===== config.mk =====
export PLATFORM = sky130hd
export DESIGN_NAME = wb_master_arbiter_flat
export DESIGN_NICKNAME = d
export VERILOG_FILES = /design/src/rtl/wb_master_arbiter_pkg.sv /design/src/rtl/wb_master_arbiter_if.sv /design/src/rtl/wb_master_arbiter_watchdog.sv /design/src/rtl/wb_master_arbiter.sv /design/src/flat_wrapper.sv
export SDC_FILE = /design/constraint.sdc
export NUM_CORES = 1
export LEC_CHECK = 0
export CAP_MARGIN = 20
export CORE_AREA = 2 2 75 77
export CTS_CLUSTER_DIAMETER = 100
export DETAILED_ROUTE_END_ITERATION = 7
export DIE_AREA = 0 0 77 79
export DONT_BUFFER_PORTS = 1
export GPL_TIMING_DRIVEN = 0
export PLACE_DENSITY_LB_ADDON = 0.2
export REMOVE_ABC_BUFFERS = 1
export SLEW_MARGIN = 30
export SYNTH_ARGS = -nofsm -noshare
export SYNTH_HDL_FRONTEND = slang
export SYNTH_HIERARCHICAL = 1
export SYNTH_SLANG_ARGS = --single-unit

===== constraint.sdc =====
create_clock -name i_clk -period 5.86 [get_ports i_clk]
set_input_delay 1.172 -clock i_clk [delete_from_list [all_inputs] [get_ports i_clk]]
set_output_delay 1.172 -clock i_clk [all_outputs]
set_load 0.1 [all_outputs]

===== src/rtl/wb_master_arbiter_pkg.sv =====
// Shared widths and arbiter state type for the two-master Wishbone arbiter.
package wb_master_arbiter_pkg;

    localparam int unsigned WB_ADR_W = 24;
    localparam int unsigned WB_DAT_W = 16;
    localparam int unsigned WB_SEL_W = 2;

    typedef enum logic [2:0] {
        ARB_IDLE,
        ARB_OWN0,
        ARB_OWN1,
        ARB_ABORT,
        ARB_DRAIN
    } arb_state_t;

endpackage


===== src/rtl/wb_master_arbiter_if.sv =====
// One Wishbone port: the master modport drives a request, the slave modport answers it.
interface wb_master_arbiter_if;
    import wb_master_arbiter_pkg::*;

    logic                cyc;
    logic                stb;
    logic                we;
    logic [WB_ADR_W-1:0] adr;
    logic [WB_DAT_W-1:0] wdat;
    logic [WB_SEL_W-1:0] sel;
    logic [WB_DAT_W-1:0] rdat;
    logic                ack;
    logic                err;

    modport master (output cyc, stb, we, adr, wdat, sel, input rdat, ack, err);
    modport slave  (input cyc, stb, we, adr, wdat, sel, output rdat, ack, err);

endinterface


===== src/rtl/wb_master_arbiter_watchdog.sv =====
// Counts consecutive unanswered strobe cycles and flags the last one before abort.
module wb_master_arbiter_watchdog #(
    parameter int unsigned TIMEOUT = 255,
    parameter int unsigned TO_W    = 8
) (
    input  logic clk,
    input  logic rst_n,
    input  logic run,
    input  logic clear,
    output logic expire
);

    localparam logic [TO_W-1:0] LAST = (TIMEOUT == 0) ? '0 : TO_W'(TIMEOUT - 1);
    localparam logic [TO_W-1:0] ONE  = TO_W'(1);

    logic [TO_W-1:0] cnt;

    // Count while the access stays unanswered; any answer, idle strobe or state change restarts it.
    always_ff @(posedge clk or negedge rst_n) begin
        if (!rst_n) begin
            cnt <= '0;
        end else if (clear || !run) begin
            cnt <= '0;
        end else begin
            cnt <= cnt + ONE;
        end
    end

    assign expire = (TIMEOUT != 0) && run && (cnt == LAST);

endmodule


===== src/rtl/wb_master_arbiter.sv =====
// Two-master Wishbone arbiter: cyc-locked grant, bus mux and watchdog abort of hung accesses.
module wb_master_arbiter
    import wb_master_arbiter_pkg::*;
#(
    parameter bit          FIXED_PRIO = 1'b0,
    parameter int unsigned TIMEOUT    = 255,
    parameter int unsigned TO_W       = 8
) (
    input  logic                      i_clk,
    input  logic                      i_rst_n,
    wb_master_arbiter_if.slave        m0,
    wb_master_arbiter_if.slave        m1,
    wb_master_arbiter_if.master       s,
    output logic [1:0]                o_grant,
    output logic                      o_timeout
);

    arb_state_t state, state_nxt;
    logic [1:0] grant, grant_nxt;
    logic       last_m1, last_m1_nxt;
    logic       set_timeout;
    logic       owning, own_cyc, own_stb;
    logic       wd_run, wd_clear, wd_expire;

    assign owning   = (state == ARB_OWN0) || (state == ARB_OWN1);
    assign own_cyc  = grant[1] ? m1.cyc : m0.cyc;
    assign own_stb  = grant[1] ? m1.stb : m0.stb;
    assign wd_run   = owning && own_stb && !s.ack && !s.err;
    assign wd_clear = (state_nxt != state);

    wb_master_arbiter_watchdog #(
        .TIMEOUT (TIMEOUT),
        .TO_W    (TO_W)
    ) u_watchdog (
        .clk    (i_clk),
        .rst_n  (i_rst_n),
        .run    (wd_run),
        .clear  (wd_clear),
        .expire (wd_expire)
    );

    // State, owner, round-robin history and sticky abort flag.
    always_ff @(posedge i_clk or negedge i_rst_n) begin
        if (!i_rst_n) begin
            state     <= ARB_IDLE;
            grant     <= '0;
            last_m1   <= 1'b1;
            o_timeout <= 1'b0;
        end else begin
            state   <= state_nxt;
            grant   <= grant_nxt;
            last_m1 <= last_m1_nxt;
            if (set_timeout) begin
                o_timeout <= 1'b1;
            end
        end
    end

    // Grant selection, release on cyc drop, and watchdog abort sequencing.
    always_comb begin
        state_nxt   = state;
        grant_nxt   = grant;
        last_m1_nxt = last_m1;
        set_timeout = 1'b0;
        case (state)
            ARB_IDLE: begin
                if (m0.cyc && (!m1.cyc || FIXED_PRIO || last_m1)) begin
                    state_nxt = ARB_OWN0;
                    grant_nxt = 2'b01;
                end else if (m1.cyc) begin
                    state_nxt = ARB_OWN1;
                    grant_nxt = 2'b10;
                end
            end
            ARB_OWN0, ARB_OWN1: begin
                if (!own_cyc) begin
                    state_nxt   = ARB_IDLE;
                    grant_nxt   = '0;
                    last_m1_nxt = grant[1];
                end else if (wd_expire) begin
                    state_nxt   = ARB_ABORT;
                    set_timeout = 1'b1;
                end
            end
            ARB_ABORT: begin
                state_nxt = ARB_DRAIN;
            end
            ARB_DRAIN: begin
                if (!own_cyc) begin
                    state_nxt   = ARB_IDLE;
                    grant_nxt   = '0;
                    last_m1_nxt = grant[1];
                end
            end
            default: begin
                state_nxt = ARB_IDLE;
                grant_nxt = '0;
            end
        endcase
    end

    assign o_grant = grant;

    // Forward the owner's request only while it owns a live access; everything else reads as zero.
    assign s.cyc  = owning && own_cyc;
    assign s.stb  = owning && own_stb;
    assign s.we   = owning && (grant[1] ? m1.we : m0.we);
    assign s.adr  = owning ? (grant[1] ? m1.adr  : m0.adr)  : '0;
    assign s.wdat = owning ? (grant[1] ? m1.wdat : m0.wdat) : '0;
    assign s.sel  = owning ? (grant[1] ? m1.sel  : m0.sel)  : '0;

    assign m0.ack  = owning && grant[0] && s.ack && m0.stb;
    assign m1.ack  = owning && grant[1] && s.ack && m1.stb;
    assign m0.err  = grant[0] && ((owning && s.err && m0.stb) || (state == ARB_ABORT));
    assign m1.err  = grant[1] && ((owning && s.err && m1.stb) || (state == ARB_ABORT));
    assign m0.rdat = (owning && grant[0]) ? s.rdat : '0;
    assign m1.rdat = (owning && grant[1]) ? s.rdat : '0;

endmodule


===== src/flat_wrapper.sv =====
// flat-port wrapper written by rule: the top's interface ports become plain ports
module wb_master_arbiter_flat import wb_master_arbiter_pkg::*;
#(
    parameter bit          FIXED_PRIO = 1'b0,
    parameter int unsigned TIMEOUT    = 255,
    parameter int unsigned TO_W       = 8
)
  (i_clk, i_rst_n, o_grant, o_timeout, m0_cyc, m0_stb, m0_we, m0_adr, m0_wdat, m0_sel, m0_rdat, m0_ack, m0_err, m1_cyc, m1_stb, m1_we, m1_adr, m1_wdat, m1_sel, m1_rdat, m1_ack, m1_err, s_cyc, s_stb, s_we, s_adr, s_wdat, s_sel, s_rdat, s_ack, s_err);
  wb_master_arbiter_if m0_i ();
  wb_master_arbiter_if m1_i ();
  wb_master_arbiter_if s_i ();
  input  logic i_clk;
  input  logic i_rst_n;
  output logic [1:0] o_grant;
  output logic o_timeout;
  input wire logic [$bits(m0_i.cyc)-1:0] m0_cyc;
  input wire logic [$bits(m0_i.stb)-1:0] m0_stb;
  input wire logic [$bits(m0_i.we)-1:0] m0_we;
  input wire logic [$bits(m0_i.adr)-1:0] m0_adr;
  input wire logic [$bits(m0_i.wdat)-1:0] m0_wdat;
  input wire logic [$bits(m0_i.sel)-1:0] m0_sel;
  output wire logic [$bits(m0_i.rdat)-1:0] m0_rdat;
  output wire logic [$bits(m0_i.ack)-1:0] m0_ack;
  output wire logic [$bits(m0_i.err)-1:0] m0_err;
  input wire logic [$bits(m1_i.cyc)-1:0] m1_cyc;
  input wire logic [$bits(m1_i.stb)-1:0] m1_stb;
  input wire logic [$bits(m1_i.we)-1:0] m1_we;
  input wire logic [$bits(m1_i.adr)-1:0] m1_adr;
  input wire logic [$bits(m1_i.wdat)-1:0] m1_wdat;
  input wire logic [$bits(m1_i.sel)-1:0] m1_sel;
  output wire logic [$bits(m1_i.rdat)-1:0] m1_rdat;
  output wire logic [$bits(m1_i.ack)-1:0] m1_ack;
  output wire logic [$bits(m1_i.err)-1:0] m1_err;
  output wire logic [$bits(s_i.cyc)-1:0] s_cyc;
  output wire logic [$bits(s_i.stb)-1:0] s_stb;
  output wire logic [$bits(s_i.we)-1:0] s_we;
  output wire logic [$bits(s_i.adr)-1:0] s_adr;
  output wire logic [$bits(s_i.wdat)-1:0] s_wdat;
  output wire logic [$bits(s_i.sel)-1:0] s_sel;
  input wire logic [$bits(s_i.rdat)-1:0] s_rdat;
  input wire logic [$bits(s_i.ack)-1:0] s_ack;
  input wire logic [$bits(s_i.err)-1:0] s_err;
  assign m0_i.cyc = m0_cyc;
  assign m0_i.stb = m0_stb;
  assign m0_i.we = m0_we;
  assign m0_i.adr = m0_adr;
  assign m0_i.wdat = m0_wdat;
  assign m0_i.sel = m0_sel;
  assign m0_rdat = m0_i.rdat;
  assign m0_ack = m0_i.ack;
  assign m0_err = m0_i.err;
  assign m1_i.cyc = m1_cyc;
  assign m1_i.stb = m1_stb;
  assign m1_i.we = m1_we;
  assign m1_i.adr = m1_adr;
  assign m1_i.wdat = m1_wdat;
  assign m1_i.sel = m1_sel;
  assign m1_rdat = m1_i.rdat;
  assign m1_ack = m1_i.ack;
  assign m1_err = m1_i.err;
  assign s_cyc = s_i.cyc;
  assign s_stb = s_i.stb;
  assign s_we = s_i.we;
  assign s_adr = s_i.adr;
  assign s_wdat = s_i.wdat;
  assign s_sel = s_i.sel;
  assign s_i.rdat = s_rdat;
  assign s_i.ack = s_ack;
  assign s_i.err = s_err;
  wb_master_arbiter #(.FIXED_PRIO(FIXED_PRIO), .TIMEOUT(TIMEOUT), .TO_W(TO_W)) u_core (.i_clk(i_clk), .i_rst_n(i_rst_n), .m0(m0_i), .m1(m1_i), .s(s_i), .o_grant(o_grant), .o_timeout(o_timeout));
endmodule

* Word level (Yosys, flattened, before mapping)
Index checks and enable logic that the tools add are counted.
Word-level totals: bits in registers 15, bits of input ports 110, output and inout port bits 84, logic and storage cells 73
Operators by class: $add $sub $neg 1, eq/ne operators 8, muxes and demuxes 25, bitwise logic cells 2, reduce and logical (&&, ||, !) cells 32
Operators with widths (count):
- $mux 16 | 4
- $mux 24 | 2
- $logic_and 1x1->1 | 18
- $mux 3 | 5
- $pmux 3 s4 | 1
- $mux 2 | 5
- $add 8x1->8 const B | 1
- $eq 8x8->1 const B | 1
- $mux 8 | 1
- $eq 3x2->1 const B | 2
- $mux 1 | 6
- $pmux 2 s3 | 1
- $logic_or 1x1->1 | 5
- $logic_not 1->1 | 4
- $eq 3x1->1 const B | 1
- $eq 3x3->1 const B | 1
- $logic_not 3->1 | 1
- $ne 3x2->1 const B | 1
- $ne 3x3->1 | 1
- $reduce_and 3->1 | 1
- $reduce_or 3->1 | 1
- $ne 2x2->1 const B | 1
- $not 1->1 | 2
- $reduce_and 2->1 | 1
- $reduce_or 2->1 | 1

* Depth between registers and ports, before layout
Gate-level depths: netlist of the first run.
depth after elaboration 12, gate-level depth with buffers 13, mapped depth without buffers 10

* Cells and area by module
Netlist of the first run, hierarchy kept.
By module, submodules not included:
- wb_master_arbiter | times used 1, cells an instance 199, area each 1390.1 um2, sequential area each 176.4 um2
- wb_master_arbiter_watchdog | times used 1, cells an instance 38, area each 376.6 um2, sequential area each 200.2 um2

* Worst setup path after synthesis of the first run
OpenSTA, ideal clock, no wires.
path kind register to output, from register u_core.grant[1], in the netlist u_core/o_grant[1], to output m1_ack, data arrival time 3.685 ns, data required time 4.688 ns, path slack 1.003 ns, cell stages (with the launch flop) 5, path buffers 2, cell sequence dfrtp_1 > buf_2 > clkbuf_1 > inv_1 > nor3_1
On the way: word-level cells in the longest chain between the ends 3
Ends and longest elaborated chain:
- from (decl) | line wb_master_arbiter.sv:19 | logic [1:0] grant, grant_nxt;
- from (signal assigned) | line wb_master_arbiter.sv:51 | grant <= grant_nxt;
- $logic_and 1x1->1 (3 in series) | line wb_master_arbiter.sv:113 | assign m1.ack = owning && grant[1] && s.ack && m1.stb;
- to (decl) | line flat_wrapper.sv:32 | output wire logic [$bits(m1_i.ack)-1:0] m1_ack;
Every way passes these cells.

* Final worst setup path of the first run
from register u_core.state[0], to output m0_rdat[11]
On the way: word-level cells in the longest chain between the ends 4, elaborated cells on any way between the ends 5, those cells by class eq/ne: 2; mux: 1; reduce/logical: 2
Ends and longest elaborated chain:
- from (decl) | line wb_master_arbiter.sv:18 | arb_state_t state, state_nxt;
- from (signal assigned) | line wb_master_arbiter.sv:50 | state <= state_nxt;
- $eq 3x1->1 / $eq 3x2->1 (equally long branches) | line wb_master_arbiter.sv:25 | assign owning = (state == ARB_OWN0) || (state == ARB_OWN1);
- $logic_or 1x1->1 (*) | line wb_master_arbiter.sv:25
- $logic_and 1x1->1 (*) | line wb_master_arbiter.sv:116 | assign m0.rdat = (owning && grant[0]) ? s.rdat : '0;
- $mux 16 (*) | line wb_master_arbiter.sv:116
- to (decl) | line flat_wrapper.sv:22 | output wire logic [$bits(m0_i.rdat)-1:0] m0_rdat;
Every way passes the cells marked *; elsewhere a longest branch is shown, timed or not.

==> metrics.txt, run 1 <==
Worst Path Max Fanout 32; sequential fraction of the synthesis area 0.2132; Non-Filler Instances 306; Reg2Reg Depth 10; Final Skew 0.001957 ns; critical path class register to output pin; TritonRoute pass-1 iters 4; Yosys reg bits 15; Syn Inst Count 237; Worst EP arrival 2.63 ns; Vias/cell 5.791; Post-Syn Area 0.001767 mm²; per-cell routed wire length 22.80 µm; Max Slew Vio Count 0; largest net degree at the start of global routing 52; layout cells sized above 1 0.3087; placed cell count 298; drt initial violations 62; Post-CTS Setup Bufs 0; number of global-route vias before repair 1674; Period minus WS final 3.803 ns; PortBufs 0; clk buf depth 2; Critical Path Sink Type output pin; CTS tree done; area share of the largest cell type after synthesis 0.2550; initial antenna violation count 4; latest clock arrival within the worst-skew pair 0.25 ns; clk root buf clkbuf_8; clk sinks 15; Fin. Hold Viols 0; CTS Hold Bufs 0; CTS Buf Count 3; core area 0.005338 mm²; first-pass GRT wire length 10090 µm; post_cts resized 0; fin nets 343; final worst-path cycle share 0.6489; Initial Util 0.3310; Fmax 263.0 MHz; library cells used by synthesis 36; Die Area 0.006083 mm²; die height 79 µm; synth warn 6; Hold Path Stages 1; DP HPWL 5916 µm; routed via count 1772; CTS clock-pin slew for the worst setup and hold paths 0.06 ns; status finished, final reports clean; largest area contributor in the netlist mux2i_1; number of core rows 27; routability cong. 0.8598; htree depth 1; Slew @ Worst Pin 0.9913 ns; Area contributors post-synth mux2i_1 (25%), dfrtp_1 (20%), nor2_1 (11%); number of remaining DRC errors 0; gr ovfl total 0; Area Overhead vs Synth 33.71%; final WL 6978 µm; die width 77 µm; ANT nets after route 0; Max Cap Viol 0; average size of a mapped cell 7.454 µm²; setup violators final 0; nature of the critical path startpoint register; IO Pins 194; Hold Crit Class register to register; commonest non-fill, non-tap cell in the layout mux2i_1; worst path required time 4.69 ns; commonest non-fill, non-tap cells in the layout mux2i_1 (45), nor2_4 (44), and3_1 (32); Rel. slew slack 0.3415; RSZ-0062 raised after global routing no; Global Route Usage Sum 0.2183
-- flip-flops by register name (all words and copies together) (netlist names) --
signal / cells
u_core/last_m1: 1
u_core/o_grant: 2
u_core/o_timeout: 1
u_core/state: 3
u_core/u_watchdog/cnt: 8
-- cell type report --
| cell class | count | area [µm²] |
|---|---|---|
| Antenna cell | 4 | 10.01 |
| Multi-Input combinational cell | 198 | 1643 |
| Clock inverter | 1 | 5.005 |
| Sequential cell | 15 | 381.6 |
| Fill cell | 533 | 2975 |
| Inverter | 4 | 15.01 |
| Tap cell | 72 | 90.09 |
| Timing Repair Buffer | 9 | 176.4 |
| Clock buffer | 3 | 41.29 |
-- path summary, 6_finish.rpt --
path	startpoint	to	slack (ns)
max reg2reg	u_core/o_grant[1]$_DFFE_PN0P_	u_core/u_watchdog/cnt[2]$_DFF_PN0_	2.60
min in group asynchronous	i_rst_n	u_core/u_watchdog/cnt[7]$_DFF_PN0_	0.61
max	u_core/state[0]$_DFF_PN0_	m0_rdat[11]	2.06
max in group asynchronous	i_rst_n	u_core/last_m1$_DFFE_PN1P_	5.08
min	u_core/u_watchdog/cnt[0]$_DFF_PN0_	u_core/u_watchdog/cnt[0]$_DFF_PN0_	0.51
min reg2reg	u_core/u_watchdog/cnt[0]$_DFF_PN0_	u_core/u_watchdog/cnt[0]$_DFF_PN0_	0.51
-- per-layer routing --
metal  vias to the layer above  wire, µm  GRT usage
met5                         -        27          0
met2                       109      2874     0.3009
li1                        821         -          -
met3                         9      1428     0.2000
met4                         4        65    0.04821
met1                       829      2581     0.2474
-- synthesized netlist by cell type --
master and number:
nor3_2 1, nor2_1 54, xor2_1 3, nand2_1 10, nor3b_1 1, ha_1 2
and3_1 32, and2_1 1, a22oi_1 2, buf_2 10, nand4_1 3, xnor2_1 2
o31a_1 1, inv_1 4, or2_4 1, mux2i_1 45, o21ai_0 9, nor4_1 1
clkbuf_1 8, buf_4 1, dfrtp_1 14, a21bo_1 1, mux2_2 2, nor3_1 5
o21ai_1 2, dfstp_2 1, nand3_2 1, a21oi_1 3, buf_6 1, o31ai_1 1
or3_1 3, a31oi_1 3, or2_2 1, nand2b_1 3, o21bai_1 1, nand3_1 4
-- through the flow --
step | util | area (µm²) | hold slack (ns) | setup WS (ns) | TNS, ns
3_3_place_gp | 0.3293 | 1758 | 0.4979 | -0.8048 | -1.650
2_1_floorplan | - | 1668 | 0.4716 | -0.1091 | -0.2142
5_1_grt | 0.4416 | 2357 | 0.5356 | 1.875 | 0
4_1_cts | 0.4407 | 2352 | 0.5182 | 2.063 | 0
6_report | 0.4426 | 2362 | 0.5069 | 2.057 | 0
3_5_place_dp | 0.4320 | 2306 | 0.5089 | 2.350 | 0
-- cells by family (layout without fill, tap and decap cells) --
kind of cell | Yosys count | after routing | share of synthesized area
AO/OA/AOI/OAI | 23 | 23 | 0.07790
XOR/XNOR | 5 | 5 | 0.02479
adder cells (fa/ha/maj) | 2 | 2 | 0.01416
buffers and inverters | 24 | 17 | 0.06445
flip-flops | 15 | 15 | 0.2132
multiplexers | 47 | 47 | 0.2677
other | 0 | 4 | 0
AND/OR/NAND/NOR | 121 | 121 | 0.3378
-- worst max-delay path: stages, from the launching register on --
cell and delay, ns:
dfrtp_1 0.54, xnor2_1 0.22, nor2_2 0.67, and3_1 0.93
Power of run 1 is not shown: default switching activity piles up to over one toggle a cycle in this logic, so the estimate is an artifact.
==> run 2: changes to the inputs <==
==> constraint.sdc (replaced) <==
create_clock -name i_clk -period 3.62 [get_ports i_clk]
set_input_delay 0.724 -clock i_clk [delete_from_list [all_inputs] [get_ports i_clk]]
set_output_delay 0.724 -clock i_clk [all_outputs]
set_load 0.1 [all_outputs]
==> results of run 2 <==
The final DEF is identical to that of run 1. Status: finished, final reports clean.
Among the figures that moved: setup slack after placement 2.350 ns -> 0.3251 ns; setup slack after layout 2.057 ns -> 0.2654 ns; hold slack 0.5069 ns -> 0.1593 ns; register-to-register setup slack 2.60 ns -> 0.36 ns
Power of run 2 is left out for the same reason.
